<file path="config.mk">
export PLATFORM = sky130hd
export DESIGN_NAME = drm_21x64_fifo_ctrl
export DESIGN_NICKNAME = d
export VERILOG_FILES = /design/src/rtl/drm_21x64_fifo_ctrl.sv
export SDC_FILE = /design/constraint.sdc
export NUM_CORES = 1
export LEC_CHECK = 0
export BUFFER_PORTS_ARGS = -buffer_cell sky130_fd_sc_hd__buf_2
export CAP_MARGIN = 10
export CORE_MARGIN = 2
export CORE_UTILIZATION = 55
export DETAILED_ROUTE_END_ITERATION = 8
export GPL_ROUTABILITY_DRIVEN = 0
export PLACE_DENSITY_LB_ADDON = 0.05
export SLEW_MARGIN = 20
export SYNTH_ARGS = -nofsm -noshare
export SYNTH_HDL_FRONTEND = slang
export SYNTH_SLANG_ARGS = --single-unit
</file>
<file path="constraint.sdc">
create_clock -name clk -period 9 [get_ports clk]
set_input_delay 2.7 -clock clk [delete_from_list [all_inputs] [get_ports clk]]
set_output_delay 2.7 -clock clk [all_outputs]
set_load 0.01 [all_outputs]
</file>
<file path="src/rtl/drm_21x64_fifo_ctrl.sv">
// Single-clock valid/ready FIFO controller for an external 64x21 simple dual-port RAM.
// Optional registered almost_full/almost_empty flags: define DRM_FIFO_LEVEL_FLAGS_EN.
module drm_21x64_fifo_ctrl #(
   parameter int unsigned DATA_WIDTH    = 21,
   parameter int unsigned ADDR_WIDTH    = 6,
   parameter int unsigned AFULL_THRESH  = 60,
   parameter int unsigned AEMPTY_THRESH = 2
) (
   input  logic                  clk,
   input  logic                  rst_n,
   input  logic                  s_valid,
   output logic                  s_ready,
   input  logic [DATA_WIDTH-1:0] s_data,
   output logic                  m_valid,
   input  logic                  m_ready,
   output logic [DATA_WIDTH-1:0] m_data,
   output logic [ADDR_WIDTH:0]   count,
`ifdef DRM_FIFO_LEVEL_FLAGS_EN
   output logic                  almost_full,
   output logic                  almost_empty,
`endif
   output logic                  ram_rst,
   output logic                  ram_wr_en,
   output logic [ADDR_WIDTH-1:0] ram_wr_addr,
   output logic [DATA_WIDTH-1:0] ram_wr_data,
   output logic [ADDR_WIDTH-1:0] ram_rd_addr,
   input  logic [DATA_WIDTH-1:0] ram_rd_data
);

   localparam int unsigned DEPTH = 2 ** ADDR_WIDTH;
   localparam logic [ADDR_WIDTH:0]   DepthCnt = (ADDR_WIDTH + 1)'(DEPTH);
   localparam logic [ADDR_WIDTH:0]   CntOne   = (ADDR_WIDTH + 1)'(1);
   localparam logic [ADDR_WIDTH-1:0] PtrOne   = ADDR_WIDTH'(1);

   logic [ADDR_WIDTH-1:0] wr_ptr_q, rd_ptr_q;
   logic [ADDR_WIDTH:0]   ram_cnt_q, ram_cnt_d;
   logic [ADDR_WIDTH:0]   count_q, count_d;
   logic                  rd_pending_q;
   logic [1:0]            out_cnt_q, out_cnt_d;
   logic [DATA_WIDTH-1:0] buf0_q, buf0_d, buf1_q, buf1_d;
   logic                  push, pop, issue;
   logic [2:0]            occ_after;

   assign s_ready = (ram_cnt_q < DepthCnt) & rst_n;
   assign m_valid = (out_cnt_q != 2'd0);
   assign m_data  = buf0_q;
   assign count   = count_q;

   assign push = s_valid & s_ready;
   assign pop  = m_valid & m_ready;

   // Occupancy of the output stage (buffer + in-flight read) once this cycle's pop retires.
   assign occ_after = {1'b0, out_cnt_q} + {2'b00, rd_pending_q} - {2'b00, pop};
   assign issue     = (ram_cnt_q != '0) && (occ_after < 3'd2);

   assign ram_rst     = ~rst_n;
   assign ram_wr_en   = push;
   assign ram_wr_addr = wr_ptr_q;
   assign ram_wr_data = s_data;
   assign ram_rd_addr = rd_ptr_q;

   always_comb begin
      buf0_d    = buf0_q;
      buf1_d    = buf1_q;
      out_cnt_d = out_cnt_q;
      if (pop) begin
         buf0_d    = buf1_q;
         out_cnt_d = out_cnt_q - 2'd1;
      end
      // Append the returning RAM word behind whatever survives the pop.
      if (rd_pending_q) begin
         if (out_cnt_d == 2'd0) begin
            buf0_d = ram_rd_data;
         end else begin
            buf1_d = ram_rd_data;
         end
         out_cnt_d = out_cnt_d + 2'd1;
      end
   end

   always_comb begin
      ram_cnt_d = ram_cnt_q;
      unique case ({push, issue})
         2'b10:   ram_cnt_d = ram_cnt_q + CntOne;
         2'b01:   ram_cnt_d = ram_cnt_q - CntOne;
         default: ram_cnt_d = ram_cnt_q;
      endcase
   end

   always_comb begin
      count_d = count_q;
      unique case ({push, pop})
         2'b10:   count_d = count_q + CntOne;
         2'b01:   count_d = count_q - CntOne;
         default: count_d = count_q;
      endcase
   end

   always_ff @(posedge clk) begin
      if (!rst_n) begin
         wr_ptr_q     <= '0;
         rd_ptr_q     <= '0;
         ram_cnt_q    <= '0;
         count_q      <= '0;
         rd_pending_q <= 1'b0;
         out_cnt_q    <= 2'd0;
         buf0_q       <= '0;
         buf1_q       <= '0;
      end else begin
         if (push) begin
            wr_ptr_q <= wr_ptr_q + PtrOne;
         end
         if (issue) begin
            rd_ptr_q <= rd_ptr_q + PtrOne;
         end
         ram_cnt_q    <= ram_cnt_d;
         count_q      <= count_d;
         rd_pending_q <= issue;
         out_cnt_q    <= out_cnt_d;
         buf0_q       <= buf0_d;
         buf1_q       <= buf1_d;
      end
   end

`ifdef DRM_FIFO_LEVEL_FLAGS_EN
   localparam logic [ADDR_WIDTH:0] AfullLvl  = (ADDR_WIDTH + 1)'(AFULL_THRESH);
   localparam logic [ADDR_WIDTH:0] AemptyLvl = (ADDR_WIDTH + 1)'(AEMPTY_THRESH);

   logic almost_full_q, almost_empty_q;

   always_ff @(posedge clk) begin
      if (!rst_n) begin
         almost_full_q  <= 1'b0;
         almost_empty_q <= 1'b1;
      end else begin
         almost_full_q  <= (count_d >= AfullLvl);
         almost_empty_q <= (count_d <= AemptyLvl);
      end
   end

   assign almost_full  = almost_full_q;
   assign almost_empty = almost_empty_q;
`endif

endmodule

</file>
# Word-level counts from Yosys, hierarchy flattened

Cells that the tools add are included.
W data, S select, Z words.

Bits in registers: 71
Latch bits: 0
RAM bits: 0
Bits in read-only memories: 0
Input bits: 46
Output and inout bits: 65
Memories kept: 0

Add/subtract/negate cells: 10
Multiply operators: 0
Div/mod/pow operators: 0
$lt $le $gt $ge: 2
Eq/ne operators: 4
Shift operators: 0
Multiplexer cells: 7
Bitwise operators: 5
Reductions and logical operators: 7

Operators by type and width:

| operator              | number |
|---|---|
| $mux W21              | 3 |
| $pmux W7 S2           | 2 |
| $add A7 B1 Y7 const B | 2 |
| $sub A7 B1 Y7 const B | 2 |
| $add A6 B1 Y6 const B | 2 |
| $lt A7 B7 Y1 const B  | 1 |
| $reduce_bool A7 Y1    | 1 |
| $reduce_bool A2 Y1    | 3 |
| $eq A2 B1 Y1 const B  | 2 |
| $eq A2 B2 Y1 const B  | 2 |
| $mux W2               | 2 |
| $add A2 B1 Y3         | 1 |
| $and A1 B1 Y1         | 3 |
| $lt A3 B2 Y1 const B  | 1 |
| $sub A3 B1 Y3         | 1 |
| $add A2 B1 Y2 const B | 1 |
| $logic_not A2 Y1      | 1 |
| $not A1 Y1            | 2 |
| $reduce_and A2 Y1     | 1 |
| $sub A2 B1 Y2 const B | 1 |
| $logic_and A1 B1 Y1   | 1 |

# Depth between registers and ports, before layout

Gate-level depths: netlist of run 1.

Word-level depth: 7
Depth in mapped cells: 20
Depth with buffers taken out: 19

# Worst setup path after synthesis of run 1

No wires, ideal clock.

Kind: input to register
Start: in m_ready
End: reg ram_cnt_q[6]
Setup time: 121 ps
Data arrival time: 6,229 ps
Data required time: 8,879 ps
Path slack: 2,651 ps
Cell stages on the path: 18
Path through: nand2b_1 inv_1 clkbuf_1 ha_1 inv_1 ha_1 inv_1 fa_1 xnor2_1 o211ai_4 inv_4 ha_1 inv_1 fa_1 nand2b_1 a21o_1 a211oi_1 mux2_2

Longest elaborated chain between the ends: 6
Elaborated cells on any way between the ends: 8

RTL lines:

| element                                                  | line | RTL |
|---|---|---|
| from (decl)                                              | 15   | `input logic m_ready,` |
| $and A1 B1 Y1 (*)                                        | 50   | `assign pop = m_valid & m_ready;` |
| $sub A3 B1 Y3 (*)                                        | 53   | `assign occ_after = {1'b0, out_cnt_q} + {2'b00, rd_pending_q} - {2'b00, pop};` |
| $lt A3 B2 Y1 (*)                                         | 54   | `assign issue = (ram_cnt_q != '0) && (occ_after < 3'd2);` |
| $logic_and A1 B1 Y1 (*)                                  | 54   |  |
| via issue                                                | 41   | `logic push, pop, issue;` |
| $eq A2 B1 Y1 / $eq A2 B2 Y1 (equally long branches)      | 83   | `unique case ({push, issue})` |
| $pmux W7 S2 / $reduce_bool A2 Y1 (equally long branches) | n/a  |  |
| to (signal assigned)                                     | 116  | `ram_cnt_q <= ram_cnt_d;` |
| to (decl)                                                | 36   | `logic [ADDR_WIDTH:0] ram_cnt_q, ram_cnt_d;` |

The timed path passes the listed nets; every way through them passes the cells marked *.
A chain may end at the register's enable or synchronous reset.

# Final worst setup path of run 1

Same ends and word-level chain as after synthesis.

==> metrics.csv, run 1 <==
metric;value;unit
fraction_of_the_yosys_area_taken_by_sequential_cells;39.8;%
synth_edf_count;0;
drive_gt1_share;20.3;%
max-clock-path-buffers;2;
clk_latency;350;ps
proportion_of_power_drawn_by_flip_flops_and_latches;33.6;%
worstHoldPathType;reg -> reg;
core_area;6310;µm²
fp.dieArea;7150;µm²
post_drt_wl_per_cell;13.4;µm
fillerInstances;592;
drt-initial-drc-count;114;
holdBufCountCts;0;
synth.avg_cell_area;8.16;µm²
timing.critical_path.max_delay_family;adder cells;
commonest_cells_after_routing_fill_and_taps_aside;96 x sky130_fd_sc_hd__nand2_1, 71 x sky130_fd_sc_hd__dfxtp_1, 68 x sky130_fd_sc_hd__buf_2;
power.density_cell_area;334;nW/µm²
ys_dominant_reg_cell;sky130_fd_sc_hd__dfxtp_1;
fin_worst_skew;8.39;ps
grt.total_usage;21.6;%
timing.critical_path.from;m_ready;
critical-path-max-stage-delay;630;ps
p_leak;1.69;nW
finish.cell_count_without_fillers;559;
synth-async-reset-ratio;0;%
initial_antenna_violation_count;0;
launch_instance_of_the_worst_min_delay_path;buf1_q[11];
clkPwrFrac;19.2;%
detailed_place.area;3790;µm²
place_inst;543;
worst-slew-pin-transition;899;ps
timing.final.crit_period;7380;ps
drt-total-wl;7.48;mm
ctsRootBufferMaster;sky130_fd_sc_hd__clkbuf_8;
status;complete, no violations;
dpl.hpwl;5.05;mm
cp_slowest_cell;sky130_fd_sc_hd__inv_1;
cts.sinks;71;
final-hold-violation-count;0;
grt_first_pass_wirelength;12.7;mm
maximum_number_of_pins_on_one_net_before_global_route_repair;62;
reg2reg_from;out_cnt_q[1];
antenna_cells;0;
timing.critical_path.depth;18;
slew_headroom;40.1;%
critical-path-top-cell-by-count;sky130_fd_sc_hd__inv_1;
timing.fmax;0.136;GHz
int_pwr;0.782;mW
regArea;1420;µm²
h-tree-depth;3;
min_delay_path_depth;2;
critical_path_endpoint_category;flop;
power.ir.vdd_worst;0.000193;V
multi_input_area;1840;µm²
cts_resized;0;
initial_core_util;56.5;%
worst-path-max-fanout;24;
cap_viol_max_count;0;
die-height;84.5;µm
antenna_left;0;
dr.pass1.iters;4;
fp-row-count;29;
min_period_over_period;82.0;%
area.growth.synth_to_final;11.8;%
critPathArrivalTime;7620;ps
critical_path.n_buffers_inverters;6;
rsz0062_at_grt;false;
worstSetupStartpointType;input port;
maxSlewViolCount;0;
clock_pin_slew_on_the_worst_setup_and_hold_paths;70;ps
ys_ff_latch;71;
place.port_buffers;68;
path_cells;buf_2, nand2b_1, inv_1, ha_1, inv_1, ha_1, inv_1, fa_1, xnor2_1, o211ai_4, inv_4, ha_1, inv_1, fa_1, nand2b_1, a21o_1, a211oi_1, mux2_2;
mappedNetlistNets;504;
critPathRequiredTime;9240;ps
grt_pass1_vias;2892;
synthCells;437;
final_common_cell;sky130_fd_sc_hd__nand2_1;
final.setup.tns;0;ps
vias;3116;
die_w;84.5;µm
layout_net_count;544;
timing.setup.critical_path_class;in -> reg;
grt_remaining_overflow;0;
finalInstanceArea;3990;µm²
synthesis.yosys.warnings;0;
worst-r2r-cell-count;19;
tritoncts.num_buffers;9;
power_switching;0.548;mW
post_cts_buffers;0;
post_synth_instance_area;3570;µm²
tritoncts;yes;
switching_share;41.2;%
finish.utilization;63.2;%
power.combinational.fraction;47.2;%
vias_per_cell;5.57;
drc_errors;0;
ys_types;48;
final-setup-viol-count;0;
pin_count;111;
final.hold.worst_slack;458;ps
## cell type report
cell class,instances,share of cell area (%)
Sequential cell,71,35.6
Timing Repair Buffer,71,9.10
Tap cell,77,2.42
Multi-Input combinational cell,307,46.2
Clock inverter,7,1.85
Clock buffer,9,3.11
Inverter,17,1.66
## registers in the layout (all words and copies together), names as in the netlist
| register | flops |
|---|---|
| buf1_q | 21 |
| m_data | 21 |
| ram_rd_addr | 6 |
| out_cnt_q | 2 |
| rd_pending_q | 1 |
| count | 7 |
| ram_cnt_q | 7 |
| ram_wr_addr | 6 |
## per-stage QoR
stage	setup slack (ps)	total power [mW]
3_5_place_dp	1180	1.08
5_1_grt	1160	1.45
2_1_floorplan	2650	0.933
4_1_cts	1540	1.34
3_3_place_gp	1380	1.06
6_report	1620	1.33
## power by group through the flow
| stage | clock network [mW] | registers [mW] | logic, mW |
|---|---|---|---|
| after floorplan | 0 | 0.471 | 0.462 |
| after global placement | 0 | 0.452 | 0.611 |
| after detailed placement | 0 | 0.454 | 0.629 |
| after CTS | 0.260 | 0.447 | 0.632 |
| after global routing | 0.274 | 0.457 | 0.715 |
| final | 0.255 | 0.447 | 0.628 |
## logic make-up (layout without fill, tap and decap cells)
group           after synthesis  after routing  synth area share [%]
simple gates                187            187                  23.7
mux                           5              5                  1.44
buf+inv                      59            104                  8.49
flops                        71             71                  39.8
xor+xnor                     11             11                  2.70
compound gates               83             83                  15.8
fa+ha+maj                    21             21                  8.00
## cell usage after synthesis (all sizes together), types with 2 or more instances
cell | number | area, µm²
dfxtp | 71 | 1420
a21oi | 32 | 160
a211oi | 2 | 15.0
nor3b | 5 | 37.5
a31oi | 2 | 12.5
nand3 | 4 | 20.0
or2 | 2 | 12.5
a311oi | 22 | 193
nor3 | 3 | 15.0
nor2b | 5 | 31.3
buf | 23 | 165
xnor2 | 3 | 26.3
or4 | 4 | 33.8
xor2 | 8 | 70.1
nand4 | 4 | 25.0
fa | 3 | 60.1
nor2 | 44 | 165
inv | 17 | 66.3
nand2 | 96 | 360
a21o | 3 | 22.5
o21ai | 9 | 45.0
o211ai | 3 | 36.3
and3 | 2 | 17.5
and2 | 3 | 20.0
clkbuf | 19 | 71.3
o21a | 5 | 37.5
nor4b | 2 | 17.5
mux2i | 4 | 40.0
ha | 18 | 225
nand2b | 8 | 50.1
## layer usage
metal	up-vias	global-route usage (%)	share of wire (%)
met1	1446	25.2	44
met2	98	36.9	47
met3	18	4.82	6.9
met4	0	11.3	2.2
met5	-	0	0
li1	1554	-	-
## worst min-delay path, delay by kind of cell (launching register included)
family,cells,cell delay (ps)
compound gates,1,50
simple gates,1,50
flops,1,310
## final timing paths
check,end,slack (ps)
worst max-delay path,ram_cnt_q[6],1620
worst min-delay path,buf1_q[11],460
worst max register to register,ram_cnt_q[6],3370
worst min register to register,buf1_q[11],460
Power figures use the tool's default switching activity.
==> inputs of run 2 (changes only) <==
--- a/config.mk
+++ b/config.mk
@@ -8,7 +8,7 @@
 export BUFFER_PORTS_ARGS = -buffer_cell sky130_fd_sc_hd__buf_2
 export CAP_MARGIN = 10
 export CORE_MARGIN = 2
-export CORE_UTILIZATION = 55
+export CORE_UTILIZATION = 51
 export DETAILED_ROUTE_END_ITERATION = 8
 export GPL_ROUTABILITY_DRIVEN = 0
 export PLACE_DENSITY_LB_ADDON = 0.05
==> constraint.sdc (replaced) <==
create_clock -name clk -period 6.84 [get_ports clk]
set_input_delay 2.052 -clock clk [delete_from_list [all_inputs] [get_ports clk]]
set_output_delay 2.052 -clock clk [all_outputs]
set_load 0.01 [all_outputs]
==> metrics.csv, run 2 (synthesis results as in run 1) <==
metric;value;unit;change
grt_first_pass_wirelength;12.4;mm;was 12.7 mm
clkPwrFrac;16.8;%;was 19.2%
drive_gt1_share;20.3;%;unchanged
setup.worst_path.end;ram_cnt_q[6];;unchanged
power.combinational.fraction;48.9;%;was 47.2%
finalInstanceArea;3990;µm²;unchanged
final_common_cell;sky130_fd_sc_hd__nand2_1;;unchanged
initial_antenna_violation_count;0;;unchanged
critical-path-max-stage-delay;410;ps;was 630 ps
rsz0062_at_grt;false;;unchanged
proportion_of_power_drawn_by_flip_flops_and_latches;34.4;%;was 33.6%
tritoncts.num_buffers;9;;unchanged
critPathRequiredTime;7060;ps;was 9240 ps
min_period_over_period;78.7;%;
reg2reg_setup_slack;2540;ps;was 3370 ps
clock_pin_slew_on_the_worst_setup_and_hold_paths;70;ps;about the same
vias;3059;;was 3116
cts_resized;0;;unchanged
fillerInstances;644;;was 592
setup_ws;1460;ps;was 1620 ps
critical_path.n_buffers_inverters;6;;unchanged
status;complete, no violations;;unchanged
pre_cts_ws;1100;ps;was 1180 ps
clk_latency;330;ps;was 350 ps
p_leak;1.68;nW;was 1.69 nW
fin_worst_skew;6.16;ps;was 8.39 ps
critical_path_endpoint_category;flop;;unchanged
worstSetupStartpointType;input port;;unchanged
h-tree-depth;3;;unchanged
critical_path.reg2reg.endpoint;ram_cnt_q[6];;unchanged
drc_errors;0;;unchanged
power.ir.vdd_worst;0.000288;V;was 0.000193 V
critical-path-top-cell-by-count;sky130_fd_sc_hd__inv_1;;unchanged
maxSlewViolCount;0;;unchanged
timing.fmax;0.186;GHz;
worst-r2r-cell-count;19;;unchanged
post_drt_wl_per_cell;13.1;µm;was 13.4 µm
power.density_cell_area;429;nW/µm²;was 334 nW/µm²
commonest_cells_after_routing_fill_and_taps_aside;96 x sky130_fd_sc_hd__nand2_1, 71 x sky130_fd_sc_hd__dfxtp_1, 68 x sky130_fd_sc_hd__buf_2;;unchanged
final-setup-viol-count;0;;unchanged
fp.dieArea;7680;µm²;was 7150 µm²
timing.final.crit_period;5380;ps;
timing.critical_path.depth;18;;unchanged
switching_share;41.4;%;was 41.2%
antenna_cells;0;;unchanged
holdBufCountCts;0;;unchanged
final-hold-violation-count;0;;unchanged
path_cells;buf_2, nand2b_1, inv_1, ha_1, inv_1, ha_1, inv_1, fa_1, xnor2_1, o211ai_4, inv_4, ha_1, inv_1, fa_1, nand2b_1, a21o_1, a211oi_1, mux2_2;;unchanged
worstHoldPathType;reg -> reg;;unchanged
reg2reg_from;out_cnt_q[1];;unchanged
timing.critical_path.from;m_ready;;unchanged
drt-initial-drc-count;92;;was 114
vias_per_cell;5.29;;was 5.57
cap_viol_max_count;0;;unchanged
post_cts_buffers;0;;unchanged
fp-row-count;30;;was 29
ctsRootBufferMaster;sky130_fd_sc_hd__clkbuf_8;;unchanged
worst-slew-pin-transition;915;ps;was 899 ps
die_w;87.6;µm;was 84.5 µm
slew_headroom;38.7;%;was 40.1%
drt-total-wl;7.55;mm;was 7.48 mm
layout_net_count;545;;was 544
grt.total_usage;20.2;%;was 21.6%
int_pwr;1.00;mW;was 0.782 mW
max-clock-path-buffers;2;;unchanged
cts.sinks;71;;unchanged
worst-path-max-fanout;9;;was 24
antenna_left;0;;unchanged
critPathArrivalTime;5600;ps;was 7620 ps
grt_pass1_vias;2779;;was 2892
die-height;87.6;µm;was 84.5 µm
initial_core_util;52.5;%;was 56.5%
timing.setup.critical_path_class;in -> reg;;unchanged
timing.critical_path.max_delay_family;adder cells;;unchanged
core_area;6790;µm²;was 6310 µm²
tritoncts;yes;;unchanged
area.growth.synth_to_final;11.8;%;unchanged
dpl.hpwl;5.13;mm;was 5.05 mm
detailed_place.area;3820;µm²;was 3790 µm²
maximum_number_of_pins_on_one_net_before_global_route_repair;62;;unchanged
power_switching;0.709;mW;was 0.548 mW
cp_slowest_cell;sky130_fd_sc_hd__fa_1;;was sky130_fd_sc_hd__inv_1
dr.pass1.iters;4;;unchanged
grt_remaining_overflow;0;;unchanged
pin_count;111;;unchanged
place.port_buffers;68;;unchanged
final.setup.tns;0;ps;unchanged
-- run 2: cell types whose count changed in the layout (fill, tap and decap cells not counted), sizes merged --
cell / delta
clkbuf: +2
clkinv: -2
buf: +1
bufinv: -1
-- run 2: worst reg2reg max path, cell delays in order (launching register included) --
cell                       delay [ps]
sky130_fd_sc_hd__dfxtp_1          400
sky130_fd_sc_hd__inv_1             80
sky130_fd_sc_hd__ha_1             200
sky130_fd_sc_hd__nand2b_1         170
sky130_fd_sc_hd__inv_1             80
sky130_fd_sc_hd__ha_1             240
sky130_fd_sc_hd__inv_1             60
sky130_fd_sc_hd__ha_1             130
sky130_fd_sc_hd__inv_1             40
sky130_fd_sc_hd__fa_1             370
sky130_fd_sc_hd__xnor2_1          270
sky130_fd_sc_hd__o211ai_4         150
sky130_fd_sc_hd__inv_4            110
sky130_fd_sc_hd__ha_1             340
sky130_fd_sc_hd__inv_1            140
sky130_fd_sc_hd__fa_1             410
sky130_fd_sc_hd__nand2b_1         190
sky130_fd_sc_hd__a21o_1           190
sky130_fd_sc_hd__a211oi_1         260
sky130_fd_sc_hd__mux2_2           360
-- run 2: layout make-up --
class / count / area (µm²) / share of cell area (%)
clock buffers: 11 / 141 / 3.55
clock inverters: 4 / 22.5 / 0.565
flip-flops and latches: 71 / 1420 / 35.6
well taps: 96 / 120 / 3.01
inverters: 17 / 66.3 / 1.66
repair buffers: 72 / 370 / 9.29
multi-input cells: 307 / 1850 / 46.3
-- run 2: how the worst min path moves through the flow --
stage                       endpoint  cells after the start  slack (ps)        from
after CTS                 buf1_q[16]                      2         460  buf1_q[16]
after detailed placement  buf1_q[16]                      2         450  buf1_q[16]
after floorplan            buf1_q[0]                      2         440   buf1_q[0]
after global placement    buf1_q[13]                      2         440  buf1_q[13]
after global routing       buf1_q[2]                      2         470   buf1_q[2]
final                      buf1_q[1]                      2         460   buf1_q[1]
-- run 2: stage by stage --
stage                     utilization (%)  total power, mW  instances  hold slack [ps]
after global placement               56.3             1.41        563              442
after CTS                            58.7             1.73        578              457
after global routing                 58.7             1.87        578              473
after floorplan                         -             1.23        437              437
final                                58.7             1.71        578              455
after detailed placement             56.3             1.44        563              447
-- run 2: per-layer routing --
layer | share of wire [%] | GRT usage [%] | vias up
met1 | 46 | 25.1 | 1421
met2 | 48 | 34.4 | 76
met5 | 0 | 0 | -
met3 | 5.2 | 6.03 | 8
met4 | 0.94 | 5.31 | 0
li1 | - | - | 1554
-- run 2: power groups by stage --
stage | Combinational (mW) | Sequential [mW] | Clock [mW]
global placement | 0.815 | 0.596 | 0
global route | 0.945 | 0.603 | 0.319
detailed placement | 0.842 | 0.598 | 0
finish | 0.836 | 0.588 | 0.287
CTS | 0.844 | 0.589 | 0.301
floorplan | 0.607 | 0.620 | 0
